--- src/rtl/coreaxitoahbl_wstrb_xfer_splitter_if.sv ---
// Beat-in / AHB-transfer-out bundle for the write-strobe transfer splitter.
interface coreaxitoahbl_wstrb_xfer_splitter_if #(
    parameter int unsigned AXI_STRBWIDTH = 8
);
    logic                     beatValid;
    logic                     beatReady;
    logic [31:0]              beatAddr;
    logic [AXI_STRBWIDTH-1:0] WSTRBIn;
    logic [3:0]               noValidBytes;
    logic                     xferValid;
    logic                     xferReady;
    logic [31:0]              xferAddr;
    logic [2:0]               xferSize;
    logic                     xferLast;
    logic                     strbErr;
    logic [15:0]              splitCount;

    modport master (
        output beatValid, beatAddr, WSTRBIn, noValidBytes, xferReady,
        input  beatReady, xferValid, xferAddr, xferSize, xferLast, strbErr, splitCount
    );

    modport slave (
        input  beatValid, beatAddr, WSTRBIn, noValidBytes, xferReady,
        output beatReady, xferValid, xferAddr, xferSize, xferLast, strbErr, splitCount
    );
endinterface

--- src/rtl/coreaxitoahbl_wstrb_xfer_splitter.sv ---
// Splits one AXI write beat with contiguous strobes into naturally aligned AHB transfers.
// Optional beat-split statistics counter enabled by `define COREAXITOAHBL_SPLIT_STATS_EN.
module coreaxitoahbl_wstrb_xfer_splitter #(
    parameter int unsigned AXI_DWIDTH    = 64,
    parameter int unsigned AXI_STRBWIDTH = 8
) (
    input  logic HCLK,
    input  logic HRESETN,
    coreaxitoahbl_wstrb_xfer_splitter_if.slave bus
);

    localparam int unsigned OFFW = $clog2(AXI_DWIDTH / 8);

    localparam logic [0:0] IDLE  = 1'b0;
    localparam logic [0:0] SPLIT = 1'b1;

    logic [0:0]      state, stateNext;
    logic [OFFW-1:0] offsetQ, offsetNext;
    logic [3:0]      remainingQ, remNext;
    logic [31:0]     baseAddrQ, baseNext;
    logic            xferValidQ, validNext;
    logic [31:0]     xferAddrQ, addrNext;
    logic [2:0]      xferSizeQ, sizeNext;
    logic            xferLastQ, lastNext;
    logic            strbErrQ, errNext;
    logic            beatReadyQ, readyNext;
    logic [OFFW-1:0] wOff;
    logic [3:0]      wRem;
    logic [2:0]      wK;
    logic [3:0]      curChunk;

    // Index of the lowest asserted strobe bit.
    function automatic logic [OFFW-1:0] lowIdx(input logic [AXI_STRBWIDTH-1:0] s);
        logic [OFFW-1:0] idx;
        idx = '0;
        for (int i = AXI_STRBWIDTH - 1; i >= 0; i--) begin
            if (s[i]) idx = OFFW'(i);
        end
        return idx;
    endfunction

    // log2 of the largest aligned power-of-two chunk that fits in the remaining bytes.
    function automatic logic [2:0] chunkLog2(input logic [OFFW-1:0] off, input logic [3:0] rem);
        logic [2:0] k;
        k = 3'd0;
        for (int i = 1; i <= int'(OFFW); i++) begin
            if ((32'(rem) >= (32'd1 << i)) && ((32'(off) & ((32'd1 << i) - 32'd1)) == 32'd0))
                k = 3'(i);
        end
        return k;
    endfunction

    assign curChunk = 4'd1 << xferSizeQ;

    always_ff @(posedge HCLK or negedge HRESETN) begin
        if (!HRESETN) state <= IDLE;
        else          state <= stateNext;
    end

    always_comb begin
        stateNext  = state;
        offsetNext = offsetQ;
        remNext    = remainingQ;
        baseNext   = baseAddrQ;
        validNext  = xferValidQ;
        addrNext   = xferAddrQ;
        sizeNext   = xferSizeQ;
        lastNext   = xferLastQ;
        errNext    = 1'b0;
        readyNext  = beatReadyQ;
        wOff       = offsetQ;
        wRem       = remainingQ;
        wK         = 3'd0;
        if (state == IDLE) begin
            validNext = 1'b0;
            lastNext  = 1'b0;
            readyNext = 1'b1;
            if (bus.beatValid && beatReadyQ) begin
                if (bus.noValidBytes == 4'd0) begin
                    // Zero count with live strobes means the strobes were not contiguous.
                    errNext = |bus.WSTRBIn;
                end else begin
                    wOff       = lowIdx(bus.WSTRBIn);
                    wRem       = bus.noValidBytes;
                    wK         = chunkLog2(wOff, wRem);
                    offsetNext = wOff;
                    remNext    = wRem;
                    baseNext   = bus.beatAddr;
                    validNext  = 1'b1;
                    addrNext   = bus.beatAddr + 32'(wOff);
                    sizeNext   = wK;
                    lastNext   = ((4'd1 << wK) == wRem);
                    readyNext  = 1'b0;
                    stateNext  = SPLIT;
                end
            end
        end else begin
            readyNext = 1'b0;
            if (bus.xferReady) begin
                if (xferLastQ) begin
                    stateNext = IDLE;
                    validNext = 1'b0;
                    lastNext  = 1'b0;
                    readyNext = 1'b1;
                end else begin
                    wOff       = offsetQ + OFFW'(curChunk);
                    wRem       = remainingQ - curChunk;
                    wK         = chunkLog2(wOff, wRem);
                    offsetNext = wOff;
                    remNext    = wRem;
                    addrNext   = baseAddrQ + 32'(wOff);
                    sizeNext   = wK;
                    lastNext   = ((4'd1 << wK) == wRem);
                end
            end
        end
    end

    always_ff @(posedge HCLK or negedge HRESETN) begin
        if (!HRESETN) begin
            offsetQ    <= '0;
            remainingQ <= '0;
            baseAddrQ  <= '0;
            xferValidQ <= 1'b0;
            xferAddrQ  <= '0;
            xferSizeQ  <= '0;
            xferLastQ  <= 1'b0;
            strbErrQ   <= 1'b0;
            beatReadyQ <= 1'b1;
        end else begin
            offsetQ    <= offsetNext;
            remainingQ <= remNext;
            baseAddrQ  <= baseNext;
            xferValidQ <= validNext;
            xferAddrQ  <= addrNext;
            xferSizeQ  <= sizeNext;
            xferLastQ  <= lastNext;
            strbErrQ   <= errNext;
            beatReadyQ <= readyNext;
        end
    end

    assign bus.beatReady = beatReadyQ;
    assign bus.xferValid = xferValidQ;
    assign bus.xferAddr  = xferAddrQ;
    assign bus.xferSize  = xferSizeQ;
    assign bus.xferLast  = xferLastQ;
    assign bus.strbErr   = strbErrQ;

`ifdef COREAXITOAHBL_SPLIT_STATS_EN
    logic        splitIncr;
    logic [15:0] splitCountQ;

    // A beat counts as split when its first chunk is smaller than its byte count.
    assign splitIncr = (state == IDLE) && bus.beatValid && beatReadyQ &&
                       (bus.noValidBytes != 4'd0) && ((4'd1 << wK) < bus.noValidBytes);

    always_ff @(posedge HCLK or negedge HRESETN) begin
        if (!HRESETN)                                splitCountQ <= '0;
        else if (splitIncr && splitCountQ != 16'hFFFF) splitCountQ <= splitCountQ + 16'd1;
    end

    assign bus.splitCount = splitCountQ;
`else
    assign bus.splitCount = '0;
`endif

endmodule

--- src/flat_wrapper.sv ---
// flat-port wrapper written by rule: the top's interface ports become plain ports
module coreaxitoahbl_wstrb_xfer_splitter_flat 
#(
    parameter int unsigned AXI_DWIDTH    = 64,
    parameter int unsigned AXI_STRBWIDTH = 8
)
  (HCLK, HRESETN, bus_beatValid, bus_beatAddr, bus_WSTRBIn, bus_noValidBytes, bus_xferReady, bus_beatReady, bus_xferValid, bus_xferAddr, bus_xferSize, bus_xferLast, bus_strbErr, bus_splitCount);
  coreaxitoahbl_wstrb_xfer_splitter_if #(.AXI_STRBWIDTH(AXI_STRBWIDTH)) bus_i ();
  input  logic HCLK;
  input  logic HRESETN;
  input wire logic [$bits(bus_i.beatValid)-1:0] bus_beatValid;
  input wire logic [$bits(bus_i.beatAddr)-1:0] bus_beatAddr;
  input wire logic [$bits(bus_i.WSTRBIn)-1:0] bus_WSTRBIn;
  input wire logic [$bits(bus_i.noValidBytes)-1:0] bus_noValidBytes;
  input wire logic [$bits(bus_i.xferReady)-1:0] bus_xferReady;
  output wire logic [$bits(bus_i.beatReady)-1:0] bus_beatReady;
  output wire logic [$bits(bus_i.xferValid)-1:0] bus_xferValid;
  output wire logic [$bits(bus_i.xferAddr)-1:0] bus_xferAddr;
  output wire logic [$bits(bus_i.xferSize)-1:0] bus_xferSize;
  output wire logic [$bits(bus_i.xferLast)-1:0] bus_xferLast;
  output wire logic [$bits(bus_i.strbErr)-1:0] bus_strbErr;
  output wire logic [$bits(bus_i.splitCount)-1:0] bus_splitCount;
  assign bus_i.beatValid = bus_beatValid;
  assign bus_i.beatAddr = bus_beatAddr;
  assign bus_i.WSTRBIn = bus_WSTRBIn;
  assign bus_i.noValidBytes = bus_noValidBytes;
  assign bus_i.xferReady = bus_xferReady;
  assign bus_beatReady = bus_i.beatReady;
  assign bus_xferValid = bus_i.xferValid;
  assign bus_xferAddr = bus_i.xferAddr;
  assign bus_xferSize = bus_i.xferSize;
  assign bus_xferLast = bus_i.xferLast;
  assign bus_strbErr = bus_i.strbErr;
  assign bus_splitCount = bus_i.splitCount;
  coreaxitoahbl_wstrb_xfer_splitter #(.AXI_DWIDTH(AXI_DWIDTH), .AXI_STRBWIDTH(AXI_STRBWIDTH)) u_core (.HCLK(HCLK), .HRESETN(HRESETN), .bus(bus_i));
endmodule
--- config.mk ---
export PLATFORM = sky130hd
export DESIGN_NAME = coreaxitoahbl_wstrb_xfer_splitter_flat
export DESIGN_NICKNAME = d
export VERILOG_FILES = /design/src/rtl/coreaxitoahbl_wstrb_xfer_splitter_if.sv /design/src/rtl/coreaxitoahbl_wstrb_xfer_splitter.sv /design/src/flat_wrapper.sv
export SDC_FILE = /design/constraint.sdc
export NUM_CORES = 1
export LEC_CHECK = 0
export ABC_AREA = 1
export BUFFER_PORTS_ARGS = -buffer_cell sky130_fd_sc_hd__buf_2
export CAP_MARGIN = 30
export CORE_UTILIZATION = 45
export CTS_CLUSTER_DIAMETER = 80
export DETAILED_ROUTE_END_ITERATION = 8
export GPL_TIMING_DRIVEN = 0
export PLACE_DENSITY_LB_ADDON = 0.2
export RECOVER_POWER = 50
export SLEW_MARGIN = 20
export SYNTH_ARGS = -nofsm -noshare
export SYNTH_HDL_FRONTEND = slang
export SYNTH_SLANG_ARGS = --single-unit
--- constraint.sdc ---
create_clock -name HCLK -period 2.9 [get_ports HCLK]
set_input_delay 0.29 -clock HCLK [delete_from_list [all_inputs] [get_ports HCLK]]
set_output_delay 0.29 -clock HCLK [all_outputs]
set_load 0.05 [all_outputs]
# [Yosys cells after proc, flatten, opt, wreduce, memory -nomap -nowiden]
# Index checks and enable logic that the tools add are counted.
[word_totals] reg_bits=79 out_inout_bits=55 wordCells=114
[classes] add_sub_neg=4 order_cmp=6 eq_ne=6 shifts=3 n_mux=64 bitwise_logic=2 reduce_logical=19
[ops] operator="zero test 32 bit" count=6
[ops] operator="two-way mux 32 bit" count=5
[ops] operator="two-way mux 3 bit" count=27
[ops] operator="adder 32 x 3 -> 32 bit" count=2
[ops] operator="two-way mux 1 bit" count=23
[ops] operator="two-way mux 4 bit" count=5
[ops] operator="<< shifter 1 x 3 -> 4 bit, first input constant" count=3
[ops] operator="equality test 4 bit" count=2
[ops] operator="greater-or-equal comparator 4 x 2 -> 1 bit, second input constant" count=2
[ops] operator="greater-or-equal comparator 4 x 3 -> 1 bit, second input constant" count=2
[ops] operator="greater-or-equal comparator 4 bit, second input constant" count=2
[ops] operator="two-way mux 2 bit" count=4
[ops] operator="OR reduction 8 bit" count=1
[ops] operator="logical AND 1 bit" count=7
[ops] operator="!= test 2 bit, second input constant" count=3
[ops] operator="zero test 4 bit" count=1
[ops] operator="AND reduction 4 bit" count=1
[ops] operator="subtractor 4 bit" count=1
[ops] operator="adder 3 bit" count=1
[ops] operator="AND reduction 3 bit" count=1
[ops] operator="!= test 2 x 1 -> 1 bit, second input constant" count=1
[ops] operator="inverter 1 bit" count=2
[ops] operator="AND reduction 2 bit" count=1
[ops] operator="nonzero test 2 bit" count=1

# [Logic depth before layout (Yosys ltp)]
# Gate-level depths: netlist of run 1.
[depth] depth_word=24 depth_mapped=25 depth_no_buf=25

# [Worst setup path before layout of run 1]
# OpenSTA, ideal clock, no wires.
[synth_path] path_kind="reg2reg" from="register u_core.xferSizeQ[1] (netlist: u_core.bus.xferSize[1])" to="register u_core.xferAddrQ[28] (netlist: u_core.bus.xferAddr[28])" setup_time_ps=118 arrival_ps=2985 path_slack_ps=-203 path_stages_with_launch=19 n_path_buf=0 cell_sequence="dfrtp_1 > nor2_1 > ha_1 > fa_1 > inv_1 > nand2_1 > nand4_1 > nand2_1 > ha_1 > nand2_1 > nand2_1 > nand3_4 > nor2_4 > nand3_2 > nor3_2 > or2_2 > nand3_1 > nand3_1 > nand2_1"
[synth_between] elab_chain_len=6
[synth_lines] item="start, declared" line="coreaxitoahbl_wstrb_xfer_splitter.sv:23" rtl="logic [2:0] xferSizeQ, sizeNext;"
[synth_lines] item="start signal, assigned" line="coreaxitoahbl_wstrb_xfer_splitter.sv:136" rtl="xferSizeQ <= sizeNext;"
[synth_lines] item="<< shifter 1 x 3 -> 4 bit" line="coreaxitoahbl_wstrb_xfer_splitter.sv:53" rtl="assign curChunk = 4'd1 << xferSizeQ;"
[synth_lines] item="adder 3 bit" line="coreaxitoahbl_wstrb_xfer_splitter.sv:106" rtl="wOff = offsetQ + OFFW'(curChunk);"
[synth_lines] item="adder 32 x 3 -> 32 bit" line="coreaxitoahbl_wstrb_xfer_splitter.sv:111" rtl="addrNext = baseAddrQ + 32'(wOff);"
[synth_lines] item="two-way mux 32 bit" line="coreaxitoahbl_wstrb_xfer_splitter.sv:100" rtl="if (xferLastQ) begin"
[synth_lines] item="two-way mux 32 bit" line="coreaxitoahbl_wstrb_xfer_splitter.sv:99" rtl="if (bus.xferReady) begin"
[synth_lines] item="two-way mux 32 bit" line="coreaxitoahbl_wstrb_xfer_splitter.sv:74" rtl="if (state == IDLE) begin"
[synth_lines] item="end signal, assigned" line="coreaxitoahbl_wstrb_xfer_splitter.sv:135" rtl="xferAddrQ <= addrNext;"
[synth_lines] item="end, declared" line="coreaxitoahbl_wstrb_xfer_splitter.sv:22" rtl="logic [31:0] xferAddrQ, addrNext;"
# No other way between the ends. The select of a mux whose other input is x is not followed.
# A chain may end at the register's enable or synchronous reset.

# [Worst setup path after layout of run 1]
[layout_path] from="register u_core.xferSizeQ[0] (netlist: u_core.bus.xferSize[0])" to="register u_core.xferAddrQ[16] (netlist: u_core.bus.xferAddr[16])"
# The elaborated chain is that of the path after synthesis.

==> impl_metrics.yaml, run 1 <==
run_status:
  status: "finished, violations left"
  violations: "capacitance limit, slew limit, setup timing"
placed_design:
  io_buffer_count: 83
  hpwl_um: 14500
  pre_cts_slack_ns: -0.345
  place_area_mm2: 0.00652
  gp_congestion: 0.971
setup_path:
  critPathRequiredTime_ns: 3.13
  worst-path-buf-inv: 1
  cp_slowest_cell: "dfrtp_2"
  cp-startpoint: "u_core.bus.xferSize[0]"
  cp_top_family: "simple AND/OR/NAND/NOR gates"
  crit_path_cell_trace: "nor2_4, ha_4, fa_2, inv_2, nand2_2, nand4_1, nand2_2, ha_4, nand2_4, nand2_4, nand3_4, nor2_4, nand2_4, nor3_4, xor2_1, o211ai_1, nand2_1"
  rr_endpoint: "u_core.bus.xferAddr[16]"
  critPathKind: "reg -> reg"
  critPathCaptureType: "flop"
  rr_worst_depth: 17
  ff2ff_setup_slack_ns: -0.09
  start_kind: "flop"
  crit_fanout: 4
  critical_path_arrival_ns: 3.21
  slowest_delay_ns: 0.42
  worst_path_most_repeated_cell: "nand2_4"
  r2r_start: "u_core.bus.xferSize[0]"
sta:
  finalMaxSlewViolations: 38
  hold_viol_final: 0
  setup_slack_ns: -0.0856
  slew_headroom_pct: -45.8
  finalSetupViolations: 5
  rsz0062_at_grt: "yes"
  skew_ns: 0.0126
  tightest_slew_ns: 2.19
  post-route-period-util_pct: 103
  fin_crit_ns: 2.99
  fin_hold_ws_ns: 0.163
  clock.fmax_ghz: 0.335
global_route:
  grt_use_met1_pct: 38.6
  busiest_layer: "met2"
  overflow: 0
  gr-usage-all-layers_pct: 29.6
  grt_antenna_before_repair: 0
  grt_max_degree: 42
  grt_pass1_wl_um: 29200
  grtUsageMet3_pct: 3.80
  grt_pass1_vias: 5625
  grtUsageMet2_pct: 48.8
final_layout:
  diodes: 0
  fillers: 1219
  num-nets-final: 1014
  drive_gt1_share_pct: 24.1
  area_growth_pct: 23.4
  postLayoutCellArea_mm2: 0.00714
power:
  power_mw: 6.94
  power.switching_mw: 3.51
  comb_power_share_pct: 55.2
  p_int_mw: 3.43
  power_leakage_nw: 3.63
  sw_frac_of_total_pct: 50.5
  cellPowerDensity_mw_per_mm2: 972
  vdd.ir_drop.worst_v: 0.000395
  clkPwrFrac_pct: 17.4
  seq_power_share_pct: 27.4
hold_path:
  hp-start: "bus_beatAddr[0]"
  holdPathStages: 3
  hold_path_class: "in -> reg"
  whs_endpoint: "u_core.baseAddrQ[0]"
drt:
  via_per_inst: 5.43
  wl_per_cell_um: 16.8
  drt-initial-drc-count: 529
  drt-pass1-iter-count: 5
  finalWirelength_um: 19000
  drc: 0
  vias: 6132
  ant_nets: 0
clock_tree:
  htree_levels: 3
  clock-root-buffer: "clkbuf_16"
  clk_pin_slew_ns: 0.07
  cts_tree: "done"
  numClockSinks: 78
  clk_latency_ns: 0.35
  clockBufferDepth: 2
  cts_buffers: 9
synthesis:
  synth_edf_count: 0
  yosys.area.top_type: "dfrtp_1"
  synth_top_area_share_pct: 33.3
  syn_area_per_cell_um2: 7.07
  synthMuxAreaShare_pct: 0
  ys_seq_elements: 78
  synth_seq_area_share_pct: 33.8
  synth-xor-area-share_pct: 3.78
  synth_area_leaders: "dfrtp_1 33%, nand2_1 15%, inv_1 5.8%"
  post-synth-top-count-cell: "nand2_1"
  synth_top_family_by_area: "simple AND/OR/NAND/NOR gates"
  postSynthCellCount: 818
  ys_types: 48
  synth-compound-area-share_pct: 10.4
  async_flop_share_pct: 100
  synthesis.area_mm2: 0.00579
  synthTopCellsByCount: "234 x nand2_1, 89 x inv_1, 77 x dfrtp_1"
  synth-main-ff-cell: "dfrtp_1"
  synth_adder_area_share_pct: 3.55
  ys_warn_count: 0
  synth-simple-area-share_pct: 37.4
floorplanning:
  dieArea_mm2: 0.0133
  die_y_um: 115
  rows: 41
  start_util_pct: 46.0
  io_pins: 103
  core_region_area_mm2: 0.0126
  chipWidth_um: 115
flow_run:
  max_cap_violations: 1
[through the flow]
| step | instances | setup TNS [ns] | utilization, % |
|---|---|---|---|
| 2_1_floorplan | 834 | 0 | - |
| 3_3_place_gp | 1089 | -1.77 | 51.7 |
| 3_5_place_dp | 1090 | -2.29 | 51.9 |
| 4_1_cts | 1116 | 0 | 55.2 |
| 5_1_grt | 1129 | -2.01 | 56.8 |
| 6_report | 1129 | -0.121 | 56.8 |
[how the worst max path moves through the flow]
stage,end,slack [ns],cells past startpoint
6_report,u_core.bus.xferAddr[16],-0.09,17
5_1_grt,u_core.bus.xferAddr[27],-0.21,19
4_1_cts,u_core.bus.xferAddr[16],0.0009,17
3_5_place_dp,u_core.bus.xferAddr[16],-0.35,17
3_3_place_gp,u_core.bus.xferAddr[16],-0.34,17
2_1_floorplan,u_core.bus.xferAddr[28],0.02,18
[registers in the layout (all words and copies together), names as in the netlist, 2 cells and up]
register / flops
u_core.remainingQ: 4
u_core.baseAddrQ: 32
u_core.bus.xferAddr: 32
u_core.offsetQ: 3
u_core.bus.xferSize: 2
[area by class of cell]
cell class,count,area [µm²],share of cell area (%)
tap,172,215,3.01
sequential,78,1960,27.4
multi-input combinational,612,3420,47.8
buffer,42,253,3.54
clock inverter,7,85.1,1.19
inverter,102,389,5.45
timing repair buffer,107,603,8.44
clock buffer,9,225,3.15
[metal layers]
| layer | up-vias | part of all wire (%) |
|---|---|---|
| li1 | 2925 | - |
| met1 | 2867 | 43 |
| met2 | 292 | 47 |
| met3 | 48 | 6.9 |
| met4 | 0 | 3.0 |
| met5 | - | 0 |
[worst reg2reg max path, delay by kind of cell (launching register included)]
kind	cells	cell delay, ns
AND/OR/NAND/NOR	11	1.12
adder cells (fa/ha/maj)	3	0.87
flip-flops	1	0.42
AO/OA/AOI/OAI	1	0.29
XOR/XNOR	1	0.12
buffers and inverters	1	0.06
[cells by family (layout without fill, tap and decap cells)]
| family | after synthesis | after routing |
|---|---|---|
| and+or+nand+nor | 449 | 449 |
| xor gates and xnor gates | 25 | 25 |
| DFF | 78 | 78 |
| AOI/OAI and AO/OA | 107 | 107 |
| buffers and inverters | 144 | 267 |
| adders and majority gates | 14 | 14 |
| other | 1 | 17 |
[power by group through the flow]
stage | Combinational (mW) | Clock, mW | Sequential [mW]
after CTS | 3.63 | 1.22 | 1.88
after global routing | 4.20 | 1.26 | 1.95
after detailed placement | 3.52 | 0 | 1.90
final | 3.83 | 1.21 | 1.90
after global placement | 3.48 | 0 | 1.88
after floorplan | 1.92 | 0 | 2.54
[cells in the final DEF (no fill, tap or decap), types with 7 or more instances in the layout]
cell / instances
inv_2: 14
o21ai_0: 49
ha_1: 8
nor2_4: 9
nand4_1: 25
a21oi_1: 27
clkbuf_16: 9
inv_1: 86
or2_2: 7
nand3_2: 7
nor4_1: 9
o211ai_1: 7
nand3_1: 60
nor3_1: 10
nand2_2: 9
nor2_1: 48
dfrtp_1: 75
conb_1: 17
buf_2: 83
a31oi_1: 10
xor2_1: 18
buf_4: 43
nor3_4: 7
clkbuf_1: 19
nand2_1: 229
[timing repair]
item / in CTS / in global routing
buffers inserted: 9 / 13
setup endpoints to repair: 16 / 21
endpoints found under the hold margin: 36 / 0
gates resized for setup: 9 / 30
hold buffers: 1 / 0
pin swaps: 7 / 26
Power figures use the tool's default switching activity.
==> inputs of run 2 (changes only) <==
Settings changed: CORE_ASPECT_RATIO set to 1.5, PLACE_DENSITY set to 0.67, PLACE_DENSITY_LB_ADDON 0.2 to not set.
Clock period 2.9 ns to 3.1 ns, I/O delays scaled along.
==> run 2 against run 1 <==
  * The flow finishes with violations (capacitance limit, slew limit)
  * Global-route usage grew 1.0 points
  * Combinational power shrank 9.1%
  * Fmax shrank 1.2%
  * Count of clock-buffer cells in the layout is the same
  * Register-to-register slack gained 0.16 ns
  * Worst hold slack gained 0.032 ns
  * Routed wire length grew 3.8%
  * Critical path depth grew 1
  * Clock power grew 11%
  * Sequential power shrank 7%
  * Critical endpoint is now u_core.bus.xferAddr[20]
==> impl_metrics.yaml, run 2 (synthesis results as in run 1) <==
sta:
  clock.fmax_ghz: 0.331
  post-route-period-util_pct: 97.4
  slew_headroom_pct: -46.0
  setup_tns_ns: 0
  fin_crit_ns: 3.02
  rsz0062_at_grt: "yes"
  hold_viol_final: 0
  fin_hold_ws_ns: 0.195
  skew_ns: 0.00763
  setup_slack_ns: 0.0791
  tightest_slew_ns: 2.19
  finalMaxSlewViolations: 37
  finalSetupViolations: 0
final_layout:
  postLayoutCellArea_mm2: 0.00699
  fin_cells: 1102
  final_core_util_pct: 55.9
  num-nets-final: 1003
  diodes: 0
  final_cell_mix: "232 x nand2_1, 87 x inv_1, 75 x buf_2, 75 x dfrtp_1, 60 x nand3_1"
  drive_gt1_share_pct: 20.9
  layout_commonest_cell: "nand2_1"
  area_growth_pct: 20.8
drt:
  wl_per_cell_um: 17.8
  vias: 5977
  via_per_inst: 5.42
  finalWirelength_um: 19700
  ant_nets: 0
  drt-pass1-iter-count: 5
  drt-initial-drc-count: 389
  drc: 0
placed_design:
  place_area_mm2: 0.00649
  gp_congestion: 0.957
  hpwl_um: 15200
  io_buffer_count: 83
  dp.cells: 1074
  pre_cts_slack_ns: -0.226
setup_path:
  critical_path_arrival_ns: 3.26
  r2r_start: "u_core.bus.xferSize[1]"
  critPathKind: "reg -> reg"
  start_kind: "flop"
  cp_slowest_cell: "dfrtp_2"
  crit_fanout: 5
  crit_path_cell_trace: "nor2_4, ha_1, fa_2, inv_1, nand2_1, nand4_1, nand2_2, ha_4, nand2_1, nand2_2, nand3_4, nor2_4, nand2_4, buf_4, nor4_1, o21ai_1, nand3_1, nand2_1"
  slowest_delay_ns: 0.43
  critPathCaptureType: "flop"
  critPathRequiredTime_ns: 3.34
  worst_path_most_repeated_cell: "nand2_1"
  cp-startpoint: "u_core.bus.xferSize[1]"
global_route:
  overflow: 0
  grt_pass1_vias: 5795
  grt_pass1_wl_um: 30100
  grt_antenna_before_repair: 0
  grt_max_degree: 43
  gr-usage-all-layers_pct: 30.6
clock_tree:
  clk_latency_ns: 0.35
  clock-root-buffer: "clkbuf_16"
  clk_pin_slew_ns: 0.06
  clockBufferDepth: 2
  cts_buffers: 9
  htree_levels: 3
  numClockSinks: 78
  cts_tree: "done"
power:
  cellPowerDensity_mw_per_mm2: 940
  power_leakage_nw: 3.50
  vdd.ir_drop.worst_v: 0.000470
  power_mw: 6.57
floorplanning:
  dieArea_mm2: 0.0133
  core_region_area_mm2: 0.0125
  die_y_um: 141
  io_pins: 103
  rows: 50
  chipWidth_um: 94.6
  start_util_pct: 46.3
run_status:
  violations: "capacitance limit, slew limit"
  status: "finished, violations left"
flow_run:
  max_cap_violations: 1
hold_path:
  hold_path_class: "in -> reg"
  hp-start: "bus_beatAddr[0]"
## run 2: worst max-delay path: cells and delay by family (launching register included)
| family | cells | cell delay, ns |
|---|---|---|
| compound gates | 1 | 0.13 |
| fa+ha+maj | 3 | 0.84 |
| buf+inv | 2 | 0.22 |
| flops | 1 | 0.43 |
| simple gates | 12 | 1.28 |
## run 2: metal layers
metal	up-vias	track usage (%)	share of wire, %
met2	241	54.7	51
met3	63	3.99	5.5
met4	0	16.7	5.4
met1	2790	34.5	38
met5	-	0	0
li1	2883	-	-
## run 2: cell type report
| cell class | instances | area, µm² |
|---|---|---|
| plain buffers | 42 | 253 |
| repair buffers | 96 | 527 |
| inverters | 102 | 389 |
| well taps | 156 | 195 |
| clock buffers | 9 | 225 |
| flip-flops and latches | 78 | 1960 |
| fillers | 1287 | 5520 |
| multi-input cells | 612 | 3300 |
| clock inverters | 7 | 145 |
## run 2: path summary, 6_finish.rpt
path | slack [ns] | endpoint | cells past startpoint
min in group asynchronous | 1.13 | u_core.bus.xferAddr[15] | 2
max in group asynchronous | 0.69 | u_core.bus.xferAddr[22] | 2
worst max-delay path | 0.08 | u_core.bus.xferAddr[20] | 18
worst min-delay path | 0.20 | u_core.baseAddrQ[0] | 3
worst max register to register | 0.08 | u_core.bus.xferAddr[20] | 18
worst min register to register | 0.48 | u_core.bus.xferAddr[19] | 2
## run 2: where the power goes
part	internal, mW	switching [mW]
clock	0.873	0.462
combinational	1.06	2.41
sequential	1.42	0.344
total	3.35	3.22
## run 2: repair_timing
| action | CTS | global route |
|---|---|---|
| endpoints found under the setup margin | 12 | 8 |
| gates resized for setup | 5 | 9 |
| hold buffers | 1 | 0 |
| setup buffers | 5 | 6 |
| pin swaps | 3 | 7 |
| endpoints found under the hold margin | 36 | 0 |
==> inputs of run 3 (changes only) <==
Settings changed: CTS_BUF_LIST set to sky130_fd_sc_hd__clkbuf_8.
==> run 3 against run 2 <==
  * The run still ends with capacitance limit, slew limit left
  * Core utilization is 1.1 points lower
  * Sequential power barely moved
  * Non-clock buffer count fell by 5
  * Clock power fell by 22%
  * Sequential cell count unchanged
==> impl_metrics.yaml, run 3 (synthesis results as in run 1) <==
placed_design:
  io_buffer_count: 83
  gp_congestion: 0.957
  hpwl_um: 15200
  pre_cts_slack_ns: -0.226
power:
  power_mw: 6.27
  power_leakage_nw: 3.44
  cellPowerDensity_mw_per_mm2: 914
  vdd.ir_drop.worst_v: 0.000468
run_status:
  violations: "capacitance limit, slew limit"
  status: "finished, violations left"
sta:
  clock.fmax_ghz: 0.331
  skew_ns: 0.00998
  tightest_slew_ns: 2.19
  hold_viol_final: 0
  finalMaxSlewViolations: 37
  post-route-period-util_pct: 97.5
  finalSetupViolations: 0
  fin_crit_ns: 3.02
  setup_slack_ns: 0.0760
  slew_headroom_pct: -46.1
  rsz0062_at_grt: "yes"
setup_path:
  cp_top_family: "simple AND/OR/NAND/NOR gates"
  r2r_start: "u_core.bus.xferSize[1]"
  ff2ff_setup_slack_ns: 0.08
  slowest_delay_ns: 0.42
  critPathRequiredTime_ns: 3.36
  critical_path_arrival_ns: 3.29
  start_kind: "flop"
  critPathKind: "reg -> reg"
  rr_worst_depth: 17
  worst-path-buf-inv: 1
  worst_path_most_repeated_cell: "nand2_1"
  crit_path_cell_trace: "nor2_2, ha_1, fa_2, inv_1, nand2_1, nand4_1, nand2_2, ha_4, nand2_1, nand2_2, nand3_4, nor2_4, nand2_4, nor3_4, xor2_1, o211ai_1, nand2_1"
  crit_end: "u_core.bus.xferAddr[16]"
  cp_num_cells: 17
  cp_slowest_cell: "dfrtp_2"
  rr_endpoint: "u_core.bus.xferAddr[16]"
  crit_fanout: 5
  cp-startpoint: "u_core.bus.xferSize[1]"
  critPathCaptureType: "flop"
final_layout:
  num-nets-final: 998
  final_cell_mix: "232 x nand2_1, 88 x inv_1, 75 x dfrtp_1, 74 x buf_2, 60 x nand3_1"
  layout_commonest_cell: "nand2_1"
  drive_gt1_share_pct: 20.3
  diodes: 0
  fillers: 1306
  area_growth_pct: 18.4
  final_core_util_pct: 54.8
hold_path:
  hold_path_class: "in -> reg"
  hp-start: "bus_beatAddr[0]"
clock_tree:
  clk_pin_slew_ns: 0.09
  clk_latency_ns: 0.38
  cts_tree: "done"
  clock-root-buffer: "clkbuf_8"
  clockBufferDepth: 2
  htree_levels: 3
  numClockSinks: 78
  cts_buffers: 9
global_route:
  grtUsageMet3_pct: 3.83
  grt_max_degree: 43
  grt_use_met1_pct: 34.3
  overflow: 0
  grtUsageMet2_pct: 54.7
  grt_antenna_before_repair: 0
  busiest_layer: "met2"
  grt_pass1_wl_um: 29900
  grt_pass1_vias: 5748
  gr-usage-all-layers_pct: 30.5
floorplanning:
  chipWidth_um: 94.6
  rows: 50
  core_region_area_mm2: 0.0125
  start_util_pct: 46.3
  die_y_um: 141
  io_pins: 103
  dieArea_mm2: 0.0133
drt:
  finalWirelength_um: 19500
  ant_nets: 0
  via_per_inst: 5.41
  drc: 0
  drt-initial-drc-count: 371
  vias: 5936
  wl_per_cell_um: 17.8
  drt-pass1-iter-count: 5
flow_run:
  max_cap_violations: 1
## run 3: cell type report
class	count	area [µm²]	share of cell area, %
buffer	42	253	3.69
inverter	102	389	5.68
sequential	78	1960	28.5
timing repair buffer	91	488	7.12
multi-input combinational	612	3300	48.2
tap	156	195	2.85
clock inverter	7	145	2.12
clock buffer	9	124	1.81
## run 3: repair_timing
| item | CTS | global route |
|---|---|---|
| hold buffers | 1 | 0 |
| resized for setup | 5 | 8 |
| hold endpoints to repair | 36 | 0 |
| setup endpoints to repair | 11 | 8 |
| buffers inserted | 4 | 2 |
| gates cloned | 0 | 0 |
| pin swaps | 3 | 2 |
## run 3: through the flow
stage                     cells  instance area (µm²)  setup TNS (ns)  hold WS (ns)
after floorplan             834                 5850               0        0.0144
after global placement     1073                 6460          -0.889         0.459
after detailed placement   1074                 6490          -0.957         0.310
after CTS                  1095                 6820               0         0.146
after global routing       1097                 6850         -0.0282         0.161
final                      1097                 6850               0         0.160
## run 3: layer usage
layer  vias to the layer above  wire, µm  part of all wire [%]
met5                         -         0                     0
met4                         0      1010                   5.1
met3                        65      1060                   5.4
met2                       243      9920                    51
met1                      2756      7550                    39
li1                       2872         -                     -
## run 3: how the worst min path moves through the flow
stage | endpoint | slack, ns | depth (start not counted)
floorplan | u_core.baseAddrQ[0] | 0.01 | 0
global placement | u_core.bus.xferAddr[13] | 0.46 | 2
detailed placement | u_core.bus.xferAddr[15] | 0.31 | 1
CTS | u_core.baseAddrQ[0] | 0.15 | 3
global route | u_core.baseAddrQ[0] | 0.16 | 3
finish | u_core.baseAddrQ[0] | 0.16 | 3
## run 3: power breakdown
part / switching (mW) / leakage (nW) / internal [mW]
combinational: 2.41 / 2.32 / 1.05
sequential: 0.341 / 0.991 / 1.42
clock: 0.425 / 0.130 / 0.620
total: 3.18 / 3.44 / 3.09
## run 3: worst reg2reg max path, delay by kind of cell (launching register included)
kind | cells | cell delay, ns
AOI/OAI and AO/OA | 1 | 0.28
and+or+nand+nor | 11 | 1.20
buffers and inverters | 1 | 0.06
adders and majority gates | 3 | 0.84
DFF | 1 | 0.42
xor gates and xnor gates | 1 | 0.10
